`config.mk`:
```
export PLATFORM = sky130hd
export DESIGN_NAME = spi_slave_param
export DESIGN_NICKNAME = d
export VERILOG_FILES = /design/src/rtl/spi_ram_pkg.sv /design/src/rtl/spi_tx_serialiser.sv /design/src/rtl/spi_slave_param.sv
export SDC_FILE = /design/constraint.sdc
export NUM_CORES = 1
export LEC_CHECK = 0
export ABC_AREA = 1
export CAP_MARGIN = 0
export CORE_MARGIN = 2
export CORE_UTILIZATION = 40
export CTS_CLUSTER_SIZE = 10
export DETAILED_ROUTE_END_ITERATION = 6
export HOLD_SLACK_MARGIN = 0.15
export SYNTH_ARGS = -nofsm -noshare
export SYNTH_HDL_FRONTEND = slang
export SYNTH_HIERARCHICAL = 1
export SYNTH_SLANG_ARGS = --single-unit
```
`constraint.sdc`:
```
create_clock -name clk -period 2 [get_ports clk]
set_input_delay 0.3 -clock clk [delete_from_list [all_inputs] [get_ports clk]]
set_output_delay 0.3 -clock clk [all_outputs]
set_load 0.1 [all_outputs]
```
`src/rtl/spi_ram_pkg.sv`:
```
// Shared types and command encodings for the SPI-RAM slave front-end.
package spi_ram_pkg;

    // Top-level transaction state.
    typedef enum logic [2:0] {
        IDLE      = 3'd0,
        CHK_CMD   = 3'd1,
        WRITE     = 3'd2,
        READ_ADD  = 3'd3,
        READ_DATA = 3'd4
    } state_e;

    // Sub-phase inside WRITE/READ_ADD/READ_DATA.
    typedef enum logic [1:0] {
        PH_RX   = 2'd0,   // shifting frame bits in
        PH_WAIT = 2'd1,   // READ_DATA: waiting for tx_valid
        PH_TX   = 2'd2,   // READ_DATA: serialiser driving MISO
        PH_HOLD = 2'd3    // frame finished, ignoring MOSI until SS_n rises
    } phase_e;

    localparam logic [1:0] CMD_WR_ADDR = 2'b00;
    localparam logic [1:0] CMD_WR_DATA = 2'b01;
    localparam logic [1:0] CMD_RD_ADDR = 2'b10;
    localparam logic [1:0] CMD_RD_DATA = 2'b11;

    // Whether a received command pair is acceptable for the state it arrived in.
    function automatic logic cmd_legal(input state_e st, input logic [1:0] cmd);
        logic ok;
        ok = 1'b0;
        case (st)
            WRITE:     ok = (cmd == CMD_WR_ADDR) || (cmd == CMD_WR_DATA);
            READ_ADD:  ok = (cmd == CMD_RD_ADDR);
            READ_DATA: ok = (cmd == CMD_RD_DATA);
            default:   ok = 1'b0;
        endcase
        return ok;
    endfunction

endpackage

```
`src/rtl/spi_tx_serialiser.sv`:
```
// Loads one RAM read word and drives it onto MISO, one bit per clock.
// MISO shows the first bit in the cycle after load_i; last_o marks the
// cycle in which the final (DATA_W-th) bit is on MISO.
module spi_tx_serialiser #(
    parameter int DATA_W    = 8,
    parameter int LSB_FIRST = 0
) (
    input  logic              clk,
    input  logic              rst,
    input  logic              clear_i,
    input  logic              load_i,
    input  logic [DATA_W-1:0] data_i,
    output logic              miso_o,
    output logic              last_o
);
    import spi_ram_pkg::*;

    localparam int CNT_W = $clog2(DATA_W + 1);
    localparam logic [CNT_W-1:0] CNT_ONE  = CNT_W'(1);
    localparam logic [CNT_W-1:0] CNT_LAST = CNT_W'(DATA_W);

    logic [DATA_W-1:0] shreg_q, shreg_d;
    logic              miso_q,  miso_d;
    logic [CNT_W-1:0]  cnt_q,   cnt_d;
    logic              busy_q,  busy_d;

    // Bit that leaves the word first, depending on shift order.
    function automatic logic first_bit(input logic [DATA_W-1:0] w);
        logic b;
        if (LSB_FIRST != 0) begin
            b = w[0];
        end else begin
            b = w[DATA_W-1];
        end
        return b;
    endfunction

    // Word with the outgoing bit removed, next bit moved into the exit position.
    function automatic logic [DATA_W-1:0] drop_bit(input logic [DATA_W-1:0] w);
        logic [DATA_W-1:0] r;
        if (LSB_FIRST != 0) begin
            r = {1'b0, w[DATA_W-1:1]};
        end else begin
            r = {w[DATA_W-2:0], 1'b0};
        end
        return r;
    endfunction

    assign last_o = busy_q && (cnt_q == CNT_LAST);
    assign miso_o = miso_q;

    // Next-state logic: clear beats load, load beats shifting.
    always_comb begin
        shreg_d = shreg_q;
        miso_d  = miso_q;
        cnt_d   = cnt_q;
        busy_d  = busy_q;
        if (clear_i) begin
            shreg_d = '0;
            miso_d  = 1'b0;
            cnt_d   = '0;
            busy_d  = 1'b0;
        end else if (load_i) begin
            miso_d  = first_bit(data_i);
            shreg_d = drop_bit(data_i);
            cnt_d   = CNT_ONE;
            busy_d  = 1'b1;
        end else if (busy_q) begin
            if (cnt_q == CNT_LAST) begin
                miso_d  = 1'b0;
                shreg_d = '0;
                cnt_d   = '0;
                busy_d  = 1'b0;
            end else begin
                miso_d  = first_bit(shreg_q);
                shreg_d = drop_bit(shreg_q);
                cnt_d   = cnt_q + CNT_ONE;
            end
        end else begin
            miso_d = 1'b0;
        end
    end

    // Serialiser registers with synchronous reset.
    always_ff @(posedge clk) begin
        if (rst) begin
            shreg_q <= '0;
            miso_q  <= 1'b0;
            cnt_q   <= '0;
            busy_q  <= 1'b0;
        end else begin
            shreg_q <= shreg_d;
            miso_q  <= miso_d;
            cnt_q   <= cnt_d;
            busy_q  <= busy_d;
        end
    end

endmodule

```
`src/rtl/spi_slave_param.sv`:
```
// Parametrised SPI slave front-end for the SPI-RAM: receives
// {cmd[1:0], payload} frames on MOSI, checks the command against the
// transaction state, and returns RAM read data on MISO.
module spi_slave_param #(
    parameter int DATA_W     = 8,
    parameter int LSB_FIRST  = 0,
    parameter int TX_TIMEOUT = 16
) (
    input  logic              clk,
    input  logic              rst,
    input  logic              SS_n,
    input  logic              MOSI,
    input  logic [DATA_W-1:0] tx_data,
    input  logic              tx_valid,
    output logic              MISO,
    output logic [DATA_W+1:0] rx_data,
    output logic              rx_valid,
    output logic              err,
    output logic              rd_addr_hold
);
    import spi_ram_pkg::*;

    localparam int FRAME_W = DATA_W + 2;
    localparam int CNT_W   = $clog2(FRAME_W) + 1;
    localparam int WAIT_W  = $clog2(TX_TIMEOUT) + 1;

    localparam logic [CNT_W-1:0]  CNT_ONE   = CNT_W'(1);
    localparam logic [CNT_W-1:0]  CNT_LAST  = CNT_W'(FRAME_W - 1);
    localparam logic [WAIT_W-1:0] WAIT_ONE  = WAIT_W'(1);
    localparam logic [WAIT_W-1:0] WAIT_LAST = WAIT_W'(TX_TIMEOUT - 1);

    state_e             state_q, state_d;
    phase_e             phase_q, phase_d;
    logic [CNT_W-1:0]   cnt_q,   cnt_d;
    logic [WAIT_W-1:0]  wait_q,  wait_d;
    logic [FRAME_W-1:0] rx_q,    rx_d;
    logic               rx_valid_q, rx_valid_d;
    logic               err_q,      err_d;
    logic               hold_q,     hold_d;

    logic               ser_load_s;
    logic               ser_clear_s;
    logic               ser_last_s;
    logic [FRAME_W-1:0] rx_next_s;
    logic [1:0]         cmd_next_s;

    // The frame as it will look once the current MOSI bit is shifted in.
    assign rx_next_s  = {rx_q[FRAME_W-2:0], MOSI};
    assign cmd_next_s = rx_next_s[FRAME_W-1:FRAME_W-2];

    assign rx_data      = rx_q;
    assign rx_valid     = rx_valid_q;
    assign err          = err_q;
    assign rd_addr_hold = hold_q;

    spi_tx_serialiser #(
        .DATA_W    (DATA_W),
        .LSB_FIRST (LSB_FIRST)
    ) u_tx (
        .clk     (clk),
        .rst     (rst),
        .clear_i (ser_clear_s),
        .load_i  (ser_load_s),
        .data_i  (tx_data),
        .miso_o  (MISO),
        .last_o  (ser_last_s)
    );

    // Next-state and output logic; SS_n high in any active state aborts first.
    always_comb begin
        state_d     = state_q;
        phase_d     = phase_q;
        cnt_d       = cnt_q;
        wait_d      = wait_q;
        rx_d        = rx_q;
        rx_valid_d  = 1'b0;
        err_d       = 1'b0;
        hold_d      = hold_q;
        ser_load_s  = 1'b0;
        ser_clear_s = 1'b0;

        if (state_q == IDLE) begin
            phase_d = PH_RX;
            if (!SS_n) begin
                state_d = CHK_CMD;
            end else begin
                state_d = IDLE;
            end
        end else if (SS_n) begin
            // Abort: drop the partial frame silently. The address hold only
            // goes away once the final read bit has actually reached MISO.
            state_d     = IDLE;
            phase_d     = PH_RX;
            cnt_d       = '0;
            wait_d      = '0;
            rx_d        = '0;
            ser_clear_s = 1'b1;
            if (ser_last_s) begin
                hold_d = 1'b0;
            end else begin
                hold_d = hold_q;
            end
        end else begin
            case (state_q)
                CHK_CMD: begin
                    rx_d    = {{(FRAME_W-1){1'b0}}, MOSI};
                    cnt_d   = CNT_ONE;
                    phase_d = PH_RX;
                    if (!MOSI) begin
                        state_d = WRITE;
                    end else if (hold_q) begin
                        state_d = READ_DATA;
                    end else begin
                        state_d = READ_ADD;
                    end
                end
                WRITE, READ_ADD, READ_DATA: begin
                    case (phase_q)
                        PH_RX: begin
                            rx_d  = rx_next_s;
                            cnt_d = cnt_q + CNT_ONE;
                            if (cnt_q == CNT_LAST) begin
                                if (cmd_legal(state_q, cmd_next_s)) begin
                                    rx_valid_d = 1'b1;
                                    if (state_q == READ_DATA) begin
                                        phase_d = PH_WAIT;
                                        wait_d  = '0;
                                    end else if (state_q == READ_ADD) begin
                                        phase_d = PH_HOLD;
                                        hold_d  = 1'b1;
                                    end else begin
                                        phase_d = PH_HOLD;
                                    end
                                end else begin
                                    err_d   = 1'b1;
                                    phase_d = PH_HOLD;
                                end
                            end else begin
                                phase_d = PH_RX;
                            end
                        end
                        PH_WAIT: begin
                            if (tx_valid) begin
                                ser_load_s = 1'b1;
                                phase_d    = PH_TX;
                            end else if (wait_q == WAIT_LAST) begin
                                err_d   = 1'b1;
                                hold_d  = 1'b0;
                                phase_d = PH_HOLD;
                            end else begin
                                wait_d = wait_q + WAIT_ONE;
                            end
                        end
                        PH_TX: begin
                            if (ser_last_s) begin
                                hold_d  = 1'b0;
                                phase_d = PH_HOLD;
                            end else begin
                                phase_d = PH_TX;
                            end
                        end
                        PH_HOLD: begin
                            phase_d = PH_HOLD;
                        end
                        default: begin
                            phase_d = PH_HOLD;
                        end
                    endcase
                end
                default: begin
                    state_d = IDLE;
                end
            endcase
        end
    end

    // State and output registers; synchronous reset overrides everything.
    always_ff @(posedge clk) begin
        if (rst) begin
            state_q    <= IDLE;
            phase_q    <= PH_RX;
            cnt_q      <= '0;
            wait_q     <= '0;
            rx_q       <= '0;
            rx_valid_q <= 1'b0;
            err_q      <= 1'b0;
            hold_q     <= 1'b0;
        end else begin
            state_q    <= state_d;
            phase_q    <= phase_d;
            cnt_q      <= cnt_d;
            wait_q     <= wait_d;
            rx_q       <= rx_d;
            rx_valid_q <= rx_valid_d;
            err_q      <= err_d;
            hold_q     <= hold_d;
        end
    end

endmodule

```
Word-level counts from Yosys, hierarchy flattened
Cells that the tools add are included.
- register bits: 42
- input bits: 13
- output and inout bits: 14
- word-level logic and storage cells: 135
- add/sub/neg operators: 3
- eq/ne operators: 24
- muxes and demuxes: 69
- bitwise operators: 4
- reduce and logical (&&, ||, !) cells: 21
- operators with widths (kind ; number):
    $mux 5 ; 9
    $mux 1 ; 36
    $ne 3x3->1 const B ; 9
    $mux 8 ; 3
    $mux 10 ; 2
    $pmux 10 s2 ; 1
    $pmux 5 s2 ; 2
    $mux 3 ; 4
    $add 5x1->5 const B ; 2
    $eq 5x4->1 const B ; 2
    $mux 2 ; 5
    $reduce_and 9->1 ; 1
    $reduce_or 3->1 ; 3
    $eq 2x2->1 const B ; 4
    $pmux 2 s4 ; 1
    $reduce_and 8->1 ; 1
    $eq 3x2->1 const B ; 2
    $pmux 1 s3 ; 2
    $pmux 3 s2 ; 1
    $reduce_bool 2->1 ; 3
    $reduce_bool 3->1 ; 2
    $reduce_or 6->1 ; 1
    $add 4x1->4 const B ; 1
    $eq 2x1->1 const B ; 2
    other kinds (18) ; 22

Longest topological paths before layout
Gate-level depths: netlist (run 1).
- word-level depth: 13
- gate-level depth with buffers: 11
- gate-level depth less buffers: 11

Cells and area by module
Netlist (run 1), hierarchy kept.
- modules (own cells, without submodules) (module ; times used ; cells an instance ; area an instance (um2) ; sequential area each (um2)):
    spi_slave_param ; 1 ; 233 ; 1550.2 ; 560.5
    spi_tx_serialiser ; 1 ; 101 ; 711.9 ; 260.2

Worst setup path before layout (run 1)
OpenSTA, ideal clock, no wires.
- path type: reg2reg
- start: reg rx_q[7], in the netlist rx_data[7]
- end: reg wait_q[0]
- arrival time: 1818 ps
- required time: 1868 ps
- setup slack: 50 ps
- stages on the path, launching flop included: 8
- path buffers: 0
- clock period less this slack: 1950 ps
- cell sequence: dfxtp_1 -> inv_1 -> nand2_1 -> nand3_1 -> nand3_1 -> nand2_2 -> nand2_1 -> a21oi_1
- longest elaborated chain between the ends: 10
- ends and longest elaborated chain (element ; line ; text):
    start, declared ; spi_slave_param.sv:36 ; logic [FRAME_W-1:0] rx_q, rx_d;
    start signal, assigned ; spi_slave_param.sv:193 ; rx_q <= rx_d;
    $eq 2x1->1 / $logic_not 2->1 (equally long branches) ; spi_ram_pkg.sv:31 ; WRITE: ok = (cmd == CMD_WR_ADDR) || (cmd == CMD_WR_DATA);
    $logic_or 1x1->1 ; spi_ram_pkg.sv:31 ;
    $pmux 1 s3 (*) ; spi_ram_pkg.sv:30 ; case (st)
    $mux 1 (*) ; spi_slave_param.sv:122 ; if (cnt_q == CNT_LAST) begin
    $mux 1 (*) ; spi_slave_param.sv:118 ; case (phase_q)
    $mux 1 (*) ; spi_slave_param.sv:104 ; case (state_q)
    $mux 1 (*) ; spi_slave_param.sv:89 ; end else if (SS_n) begin
    $mux 1 (*) ; spi_slave_param.sv:82 ; if (state_q == IDLE) begin
    $ne 3x3->1 (no source line) (*) ; -- ;
    $reduce_and 8->1 (no source line) (*) ; -- ;
    end signal, assigned ; spi_slave_param.sv:192 ; wait_q <= wait_d;
    end, declared ; spi_slave_param.sv:35 ; logic [WAIT_W-1:0] wait_q, wait_d;
Every way passes the cells marked *; elsewhere a longest branch is shown, timed or not. The select of a mux whose other input is x is not followed.
A chain may end at the register's enable or synchronous reset.

Worst setup path after layout (run 1)
- start: reg wait_q[0]
- end: reg wait_q[1]
- longest elaborated chain between the ends: 6
- ends and longest elaborated chain (element ; line ; text):
    $add 5x1->5 ; spi_slave_param.sv:151 ; wait_d = wait_q + WAIT_ONE;
    $mux 5 ; spi_slave_param.sv:146 ; end else if (wait_q == WAIT_LAST) begin
    $mux 5 ; spi_slave_param.sv:143 ; if (tx_valid) begin
    $pmux 5 s2 ; spi_slave_param.sv:118 ;
    $mux 5 ; spi_slave_param.sv:104 ;
    $mux 5 ; spi_slave_param.sv:89 ;
Parallel ways exist; a longest one is shown, timed or not. The select of a mux whose other input is x is not followed.

==> flow_summary_export.csv, run 1 <==
group,metric,value,unit
die,core,0.00547,sq mm
cts,cts.sinks,41,
global_routing,antenna_found_initial,0,
placement,place.gp.congestion,0.855,
placement,dp_cells,435,
finish,syn2layout_area_growth,20.2,%
critical_path,worstPathArrival,2.01,ns
cts,holdBufCountCts,0,
synthesis,syn_avg_cell_area,6.77,sq um
finish,nets,389,
hold_path,hp-class,"flip-flop to flip-flop",
drt,via_per_inst,4.84,
cts,post_cts_resized,0,
global_routing,overflow,0,
power_and_ir_drop,ir_drop,380,uV
die,dieArea,0.00627,sq mm
die,die_y,79.2,um
cts,clockBufferDepth,2,
sta,final-hold-violation-count,0,
finish,drive_gt1_share,16.4,%
power_and_ir_drop,power.leakage,1.13,nW
outcome,outcome,"complete, no violations",
critical_path,crit_fanout,6,
finish,final_util,49.7,%
drt,drc,0,
synthesis,yosys.area.top_type,"dfxtp_1",
placement,post-place-ws,0.150,ns
power_and_ir_drop,powerDensity,577,mW/mm^2
drt,dr.pass1.iters,4,
cts,cts_tree,"yes",
sta,report.final.slew_viol_count,0,
global_routing,grt_pass1_wl,8.43,mm
synthesis,yosys-top-cells-area,"dfxtp_1 (36%), nand3_1 (10%), nand2_1 (10%)",
cts,clk_pin_slew,0.08,ns
sta,min_period,1.78,ns
placement,hpwl,3.82,mm
cts,insertion_delay,0.30,ns
cts,postCtsSetupBuffers,0,
sta,layout_setup_ws,0.222,ns
critical_path,critPathLaunchType,"flip-flop",
die,die_w,79.2,um
synthesis,ys_warn_count,6,
synthesis,synth_cell_type_count,32,
die,pin_count,27,
sta,final-setup-viol-count,0,
sta,worstMarginPinSlew,0.403,ns
drt,dr.first_iter.drc_count,90,
global_routing,grt_pass1_vias,1873,
drt,ant_nets,0,
synthesis,synth_seq_area_share,36.3,%
synthesis,synth_fp_nets,353,
synthesis,synthCells,334,
finish,nFillCells,581,
global_routing,grt_start_max_net_pins,20,
global_routing,gr-usage-all-layers,16.8,%
sta,rsz0062_at_grt,"no",
finish,stdcell_count,443,
drt,dr_total_vias,2145,
synthesis,netlist_area,0.00226,sq mm
cts,htree_num_levels,2,
synthesis,yosysTopAreaCellShare,36.3,%
placement,port_buffers,26,
critical_path,critPathCaptureType,"flip-flop",
synthesis,ys_seq_elements,41,
critical_path,critical_path_class,"flip-flop to flip-flop",
finish,diodes,0,
sta,setup_tns,0,ns
drt,wl,4.99,mm
die,fp-row-count,27,
die,start_util,41.3,%
sta,slew_headroom,73.1,%
critical_path,r2r_setup_slack,0.22,ns
sta,fmax,0.563,GHz
sta,clock_skew,0.00837,ns
critical_path,worstPathRequired,2.23,ns
cts,root_buffer,"clkbuf_8",
sta,fin_crit_sh,88.9,%
drt,wl_per_cell,11.3,um
cts,cts-buffers-inserted,5,
flow_run,maxCapViolations,0,
[Yosys cell counts]
library cell / n
nand2_1: 61
nand3_1: 46
inv_1: 44
dfxtp_1: 41
a21oi_1: 31
nor2_1: 31
o21ai_0: 16
nor2_2: 8
nor3_1: 7
ha_1: 6
nand2_2: 6
clkbuf_1: 4
inv_2: 4
xor2_1: 4
buf_2: 2
buf_4: 2
buf_6: 2
nand4_1: 2
nor2_4: 2
o21ai_1: 2
o22ai_1: 2
a21oi_2: 1
a31oi_1: 1
buf_8: 1
clkinv_1: 1
nand3_2: 1
nand3_4: 1
nor4_1: 1
o211ai_1: 1
o21bai_1: 1
or2_2: 1
xnor2_1: 1
[placed cells by master (no fill, tap or decap), types with 2 or more instances in the layout]
cell             Yosys  layout
inv_1               44      44
inv_2                4       4
nand2_1             61      61
o22ai_1              2       2
dfxtp_1             41      41
o21ai_1              2       2
ha_1                 6       6
nor3_1               7       6
a21oi_1             31      31
o21ai_0             16      16
xor2_1               4       4
buf_4                2      27
nor2_1              31      31
clkdlybuf4s50_1      0      12
nand3_1             46      46
nor2_2               8       8
clkbuf_8             0       6
nand4_1              2       2
nor2_4               2       2
nand2_2              6       6
[cells by family (layout without fill, tap and decap cells)]
group	after synthesis	after routing	synth area share (%)
simple gates	167	167	34.2
buf+inv	60	97	11.6
compound gates	55	55	12.7
flops	41	41	36.3
fa+ha+maj	6	6	3.32
xor+xnor	5	5	1.94
[registers in the layout, summed over array words and instances, names as in the netlist]
register	count
u_tx/busy_q	1
u_tx/shreg_q	7
rd_addr_hold	1
cnt_q	5
wait_q	5
err	1
rx_valid	1
u_tx/miso_o	1
rx_data	10
phase_q	2
state_q	3
u_tx/cnt_q	4
[area by class of cell]
cell class              instances  area, sq um  area share [%]
clock buffers                   6         82.6            3.04
clock inverters                 2         13.8           0.506
inverters                      49          184            6.76
multi-input cells             233         1180            43.6
flip-flops and latches         41          821            30.2
well taps                      72         90.1            3.31
repair buffers                 40          343            12.6
[per-stage QoR]
step	hold slack [ns]	power (mW)	cell area, sq um
after floorplan	0.439	0.948	2260
after global placement	0.451	1.01	2620
after detailed placement	0.458	1.01	2620
after CTS	0.469	1.59	2720
after global routing	0.479	1.65	2720
final	0.464	1.57	2720
[power breakdown]
| part | switching, mW | total (mW) | internal [mW] |
|---|---|---|---|
| Clock | 0.295 | 0.575 | 0.280 |
| Sequential | 0.00828 | 0.831 | 0.823 |
| Combinational | 0.101 | 0.164 | 0.0626 |
| Total | 0.405 | 1.57 | 1.17 |
[worst max-delay path, stage by stage, from the launching register on]
cell and delay (ns):
dfxtp_1 0.34, ha_1 0.22, nand2_1 0.09, nor2_1 0.05, ha_1 0.23, o211ai_1 0.17, nand3_1 0.14, nor2_4 0.17
nand2_2 0.12, nand2_1 0.08, nand2_1 0.05, nor2_1 0.07
[metal layers]
metal  routed length (um)  track usage, %
met2                 2330            27.4
met4                   69            6.21
met3                  164            3.41
met5                    0               0
met1                 2430            21.8
[worst paths after layout]
check | depth (start not counted) | to | startpoint
worst max register to register | 11 | wait_q[1]$_SDFFE_PP0P_ | wait_q[0]$_SDFFE_PP0P_
worst max-delay path | 11 | wait_q[1]$_SDFFE_PP0P_ | wait_q[0]$_SDFFE_PP0P_
worst min-delay path | 2 | u_tx/shreg_q[1]$_SDFFE_PP0P_ | u_tx/shreg_q[1]$_SDFFE_PP0P_
worst min register to register | 2 | u_tx/shreg_q[1]$_SDFFE_PP0P_ | u_tx/shreg_q[1]$_SDFFE_PP0P_
Note: power is estimated with default switching activity, not from simulation.
==> inputs of run 2 (changes only) <==
CORE_MARGIN = unset   (was 2)
RECOVER_POWER = 100   (was unset)
==> flow_summary_export.csv, run 2 (synthesis gave the netlist of run 1 again) <==
group,metric,value,unit
outcome,outcome,"complete, no violations",
drt,ant_nets,0,
critical_path,r2r_setup_slack,0.20,ns
finish,final_cell_mix,"nand2_1 (63), nand3_1 (46), inv_1 (44), dfxtp_1 (41)",
drt,drc,0,
sta,fin_crit_sh,90.1,%
critical_path,cp_slowest_stage_delay,0.35,ns
drt,dr_total_vias,2117,
sta,report.final.slew_viol_count,0,
critical_path,worstPathArrival,2.03,ns
critical_path,crit_end,"wait_q[1]$_SDFFE_PP0P_",
cts,cts.sinks,41,
flow_run,maxCapViolations,0,
critical_path,critPathTopFamily,"simple AND/OR/NAND/NOR gates",
critical_path,critical_path_class,"flip-flop to flip-flop",
sta,worstMarginPinSlew,0.545,ns
die,dieArea,0.00596,sq mm
cts,htree_num_levels,2,
critical_path,cp_slowest_cell,"dfxtp_1",
critical_path,critPathCaptureType,"flip-flop",
cts,post_cts_resized,0,
power_and_ir_drop,p_int,1.12,mW
cts,cts-buffers-inserted,5,
power_and_ir_drop,p_comb_share,10.3,%
cts,clockBufferDepth,2,
cts,clk_pin_slew,0.08,ns
global_routing,antenna_found_initial,0,
drt,via_per_inst,4.78,
critical_path,critical_path.most_common_cell,"nand2_1",
power_and_ir_drop,p_total,1.53,mW
power_and_ir_drop,seqPwrFrac,54.4,%
cts,cts_tree,"yes",
drt,dr.pass1.iters,5,
finish,diodes,0,
finish,largest_register_ffs,10,
critical_path,crit_fanout,6,
sta,min_period,1.80,ns
critical_path,regToRegStartpoint,"wait_q[0]$_SDFFE_PP0P_",
placement,place.gp.congestion,0.829,
global_routing,grt_pass1_vias,1948,
global_routing,grt_pass1_wl,8.87,mm
critical_path,critPathBufInv,0,
finish,final_common_cell,"nand2_1",
critical_path,critPathLaunchType,"flip-flop",
finish,syn2layout_area_growth,16.6,%
power_and_ir_drop,powerDensity,579,mW/mm^2
cts,root_buffer,"clkbuf_8",
global_routing,overflow,0,
critical_path,crit_chain,"ha_1 -> nand2_1 -> nor2_1 -> ha_1 -> o211ai_1 -> nand3_1 -> nor2_4 -> nand2_2 -> nand2_1 -> nand2_1 -> nor2_1",
sta,clock_skew,0.00928,ns
placement,hpwl,3.90,mm
sta,fmax,0.555,GHz
sta,slew_headroom,63.9,%
die,core,0.00547,sq mm
critical_path,worstPathRequired,2.23,ns
cts,holdBufCountCts,0,
power_and_ir_drop,power_switching,407,uW
global_routing,gr-usage-all-layers,18.5,%
global_routing,grt_start_max_net_pins,14,
power_and_ir_drop,swShare,26.6,%
cts,insertion_delay,0.30,ns
drt,wl_per_cell,11.5,um
power_and_ir_drop,power.leakage,1.11,nW
drt,wl,5.09,mm
die,die_y,77.2,um
sta,final-setup-viol-count,0,
finish,drive_gt1_share,14.8,%
critical_path,r2r-end,"wait_q[1]$_SDFFE_PP0P_",
sta,hold_slack,0.467,ns
sta,rsz0062_at_grt,"no",
power_and_ir_drop,ir_drop,310,uV
drt,dr.first_iter.drc_count,72,
die,start_util,41.3,%
critical_path,crit_path_start,"wait_q[0]$_SDFFE_PP0P_",
finish,nets,389,
die,die_w,77.2,um
sta,final-hold-violation-count,0,
die,pin_count,27,
critical_path,worstRegToRegCells,11,
hold_path,hp-class,"flip-flop to flip-flop",
cts,postCtsSetupBuffers,0,
critical_path,path_depth,11,
placement,port_buffers,26,
die,fp-row-count,27,
power_and_ir_drop,pwr-share-clk,35.3,%
sta,setup_tns,0,ns
run 2: cell count changes in the layout (fill, tap and decap cells not counted), moves of 2 or more:
cell	change
nand2_2	-2
clkbuf_2	+14
nand2_1	+2
buf_4	-15
clkbuf_1	+2
run 2: how the worst min path moves through the flow:
stage                                       from  slack (ns)  depth (start not counted)                      endpoint
floorplan           u_tx/shreg_q[1]$_SDFFE_PP0P_        0.44                          2  u_tx/shreg_q[1]$_SDFFE_PP0P_
global placement    u_tx/shreg_q[1]$_SDFFE_PP0P_        0.46                          2  u_tx/shreg_q[1]$_SDFFE_PP0P_
detailed placement  u_tx/shreg_q[1]$_SDFFE_PP0P_        0.46                          2  u_tx/shreg_q[1]$_SDFFE_PP0P_
CTS                 u_tx/shreg_q[1]$_SDFFE_PP0P_        0.47                          2  u_tx/shreg_q[1]$_SDFFE_PP0P_
global route        u_tx/shreg_q[1]$_SDFFE_PP0P_        0.49                          2  u_tx/shreg_q[1]$_SDFFE_PP0P_
finish              u_tx/shreg_q[1]$_SDFFE_PP0P_        0.47                          2  u_tx/shreg_q[1]$_SDFFE_PP0P_
run 2: layout make-up:
type | count | area [sq um]
clock buffers | 5 | 68.8
clock inverters | 3 | 17.5
fillers | 587 | 2840
inverters | 49 | 184
multi-input cells | 233 | 1170
flip-flops and latches | 41 | 821
well taps | 72 | 90.1
repair buffers | 40 | 288
run 2: routing by layer:
layer	vias up	wire length, um	global-route usage, %
met2	39	2380	30.0
met1	925	2410	23.5
met4	0	104	8.87
li1	1143	-	-
met5	-	0	0
met3	10	201	3.33
run 2: worst register-to-register path, cell delays in order, from the launching register on:
cell,delay [ns]
dfxtp_1,0.35
ha_1,0.22
nand2_1,0.09
nor2_1,0.05
ha_1,0.22
o211ai_1,0.18
nand3_1,0.14
nor2_4,0.18
nand2_2,0.12
nand2_1,0.08
nand2_1,0.04
nor2_1,0.07
run 2: power by group through the flow:
stage	Clock [mW]	Sequential, mW	Combinational [mW]
global placement	0	0.850	0.163
CTS	0.561	0.831	0.164
detailed placement	0	0.851	0.164
floorplan	0	0.863	0.0846
global route	0.603	0.833	0.175
finish	0.540	0.831	0.157
run 2: through the flow:
step	util (%)	setup WS [ns]	instance area (sq um)	cells
after floorplan	-	0.0500	2260	334
after global placement	47.7	0.113	2610	435
after detailed placement	47.7	0.0669	2610	435
after CTS	49.3	0.206	2700	443
after global routing	48.2	0.00237	2640	443
final	48.2	0.198	2640	443
==> inputs of run 3 (changes only) <==
CORE_UTILIZATION = 55   (was 40)
PLACE_DENSITY = 0.79   (was unset)
==> flow_summary_export.csv, run 3 (synthesis gave the netlist of run 1 again) <==
group,metric,value,unit
outcome,outcome,"complete, no violations",
drt,wl_per_cell,11.6,um
drt,dr.pass1.iters,4,
drt,ant_nets,0,
finish,drive_gt1_share,14.5,%
placement,place.gp.congestion,0.898,
die,fp-row-count,22,
die,dieArea,0.00437,sq mm
cts,postCtsSetupBuffers,0,
critical_path,worstPathRequired,2.20,ns
power_and_ir_drop,ir_drop,453,uV
die,die_y,66.1,um
critical_path,critPathLaunchType,"input port",
sta,slew_headroom,63.9,%
cts,htree_num_levels,2,
die,die_w,66.1,um
cts,post_cts_resized,0,
drt,via_per_inst,5.26,
sta,final-setup-viol-count,0,
sta,report.final.slew_viol_count,0,
critical_path,r2r_setup_slack,0.24,ns
finish,diodes,0,
hold_path,hp-class,"flip-flop to flip-flop",
critical_path,worstPathArrival,2.01,ns
sta,setup_tns,0,ns
cts,root_buffer,"clkbuf_8",
cts,holdBufCountCts,0,
placement,hpwl,3.66,mm
drt,wl,4.90,mm
global_routing,grt_start_max_net_pins,16,
sta,fin_crit_sh,90.1,%
global_routing,grt_pass1_vias,1945,
critical_path,critical_path_class,"input port to flip-flop",
sta,clock_skew,0.00749,ns
sta,final-hold-violation-count,0,
cts,clockBufferDepth,2,
cts,clk_pin_slew,0.07,ns
cts,insertion_delay,0.29,ns
power_and_ir_drop,powerDensity,575,mW/mm^2
finish,largest_register_ffs,10,
finish,final_common_cell,"nand2_1",
die,pin_count,27,
drt,drc,0,
sta,rsz0062_at_grt,"no",
power_and_ir_drop,power.leakage,1.11,nW
sta,fmax,0.555,GHz
sta,min_period,1.80,ns
die,start_util,59.6,%
critical_path,crit_fanout,9,
finish,final_util,69.0,%
flow_run,maxCapViolations,0,
global_routing,antenna_found_initial,0,
critical_path,critPathCaptureType,"flip-flop",
global_routing,gr-usage-all-layers,25.2,%
drt,dr.first_iter.drc_count,186,
placement,port_buffers,26,
finish,final_cell_mix,"nand2_1 (61), nand3_1 (47), inv_1 (45), dfxtp_1 (41), nor2_1 (32)",
sta,worstMarginPinSlew,0.544,ns
finish,nets,391,
finish,syn2layout_area_growth,15.9,%
cts,cts.sinks,41,
global_routing,grt_pass1_wl,8.45,mm
cts,cts_tree,"yes",
global_routing,overflow,0,
die,core,0.00380,sq mm
drt,dr_total_vias,2213,
cts,cts-buffers-inserted,5,
## run 3: changes by cell type in the layout (fill, tap and decap cells not counted), moves of 2 or more
cell and change:
nand2_2 +2, nand2_1 -2, clkinv_2 -2, clkbuf_1 +4
## run 3: path summary, 6_finish.rpt
kind | from | end | cells after the start
worst max-delay path | SS_n | cnt_q[1]$_SDFFE_PP0P_ | 8
worst min-delay path | u_tx/shreg_q[1]$_SDFFE_PP0P_ | u_tx/shreg_q[1]$_SDFFE_PP0P_ | 2
worst max register to register | wait_q[0]$_SDFFE_PP0P_ | wait_q[1]$_SDFFE_PP0P_ | 11
worst min register to register | u_tx/shreg_q[1]$_SDFFE_PP0P_ | u_tx/shreg_q[1]$_SDFFE_PP0P_ | 2
## run 3: area by class of cell
type                            instances  area (sq um)
Multi-Input combinational cell        233          1180
Fill cell                             355          1180
Sequential cell                        41           821
Timing Repair Buffer                   42           299
Inverter                               49           184
Clock buffer                            8          80.1
Tap cell                               48          60.1
## run 3: per-stage QoR
| stage | instance area, sq um | std cells | setup WS, ns | power [mW] | hold WS [ns] |
|---|---|---|---|---|---|
| floorplan | 2260 | 334 | 0.0500 | 0.948 | 0.439 |
| global placement | 2590 | 413 | 0.168 | 1.02 | 0.459 |
| detailed placement | 2590 | 413 | 0.114 | 1.02 | 0.456 |
| CTS | 2680 | 421 | 0.228 | 1.53 | 0.466 |
| global route | 2620 | 421 | 0.0744 | 1.57 | 0.489 |
| finish | 2620 | 421 | 0.198 | 1.51 | 0.467 |
## run 3: per-layer routing
| layer | global-route usage (%) | up-vias | wire, um |
|---|---|---|---|
| li1 | - | 1152 | - |
| met5 | 0 | - | 0 |
| met2 | 39.9 | 46 | 2240 |
| met3 | 5.34 | 9 | 168 |
| met4 | 7.45 | 0 | 68 |
| met1 | 34.2 | 1006 | 2430 |
## run 3: power by group
group	internal [mW]	switching, mW	leakage, nW
clock network	0.248	0.265	0.0395
logic	0.0604	0.102	0.737
registers	0.823	0.00908	0.331
total	1.13	0.377	1.11
## run 3: worst max-delay path, stage by stage
cell           delay [ns]
dlygate4sd3_1        0.59
inv_1                0.13
nand3_1              0.13
o21ai_1              0.24
inv_1                0.11
nand2_2              0.16
nand2_1              0.15
o21ai_0              0.21
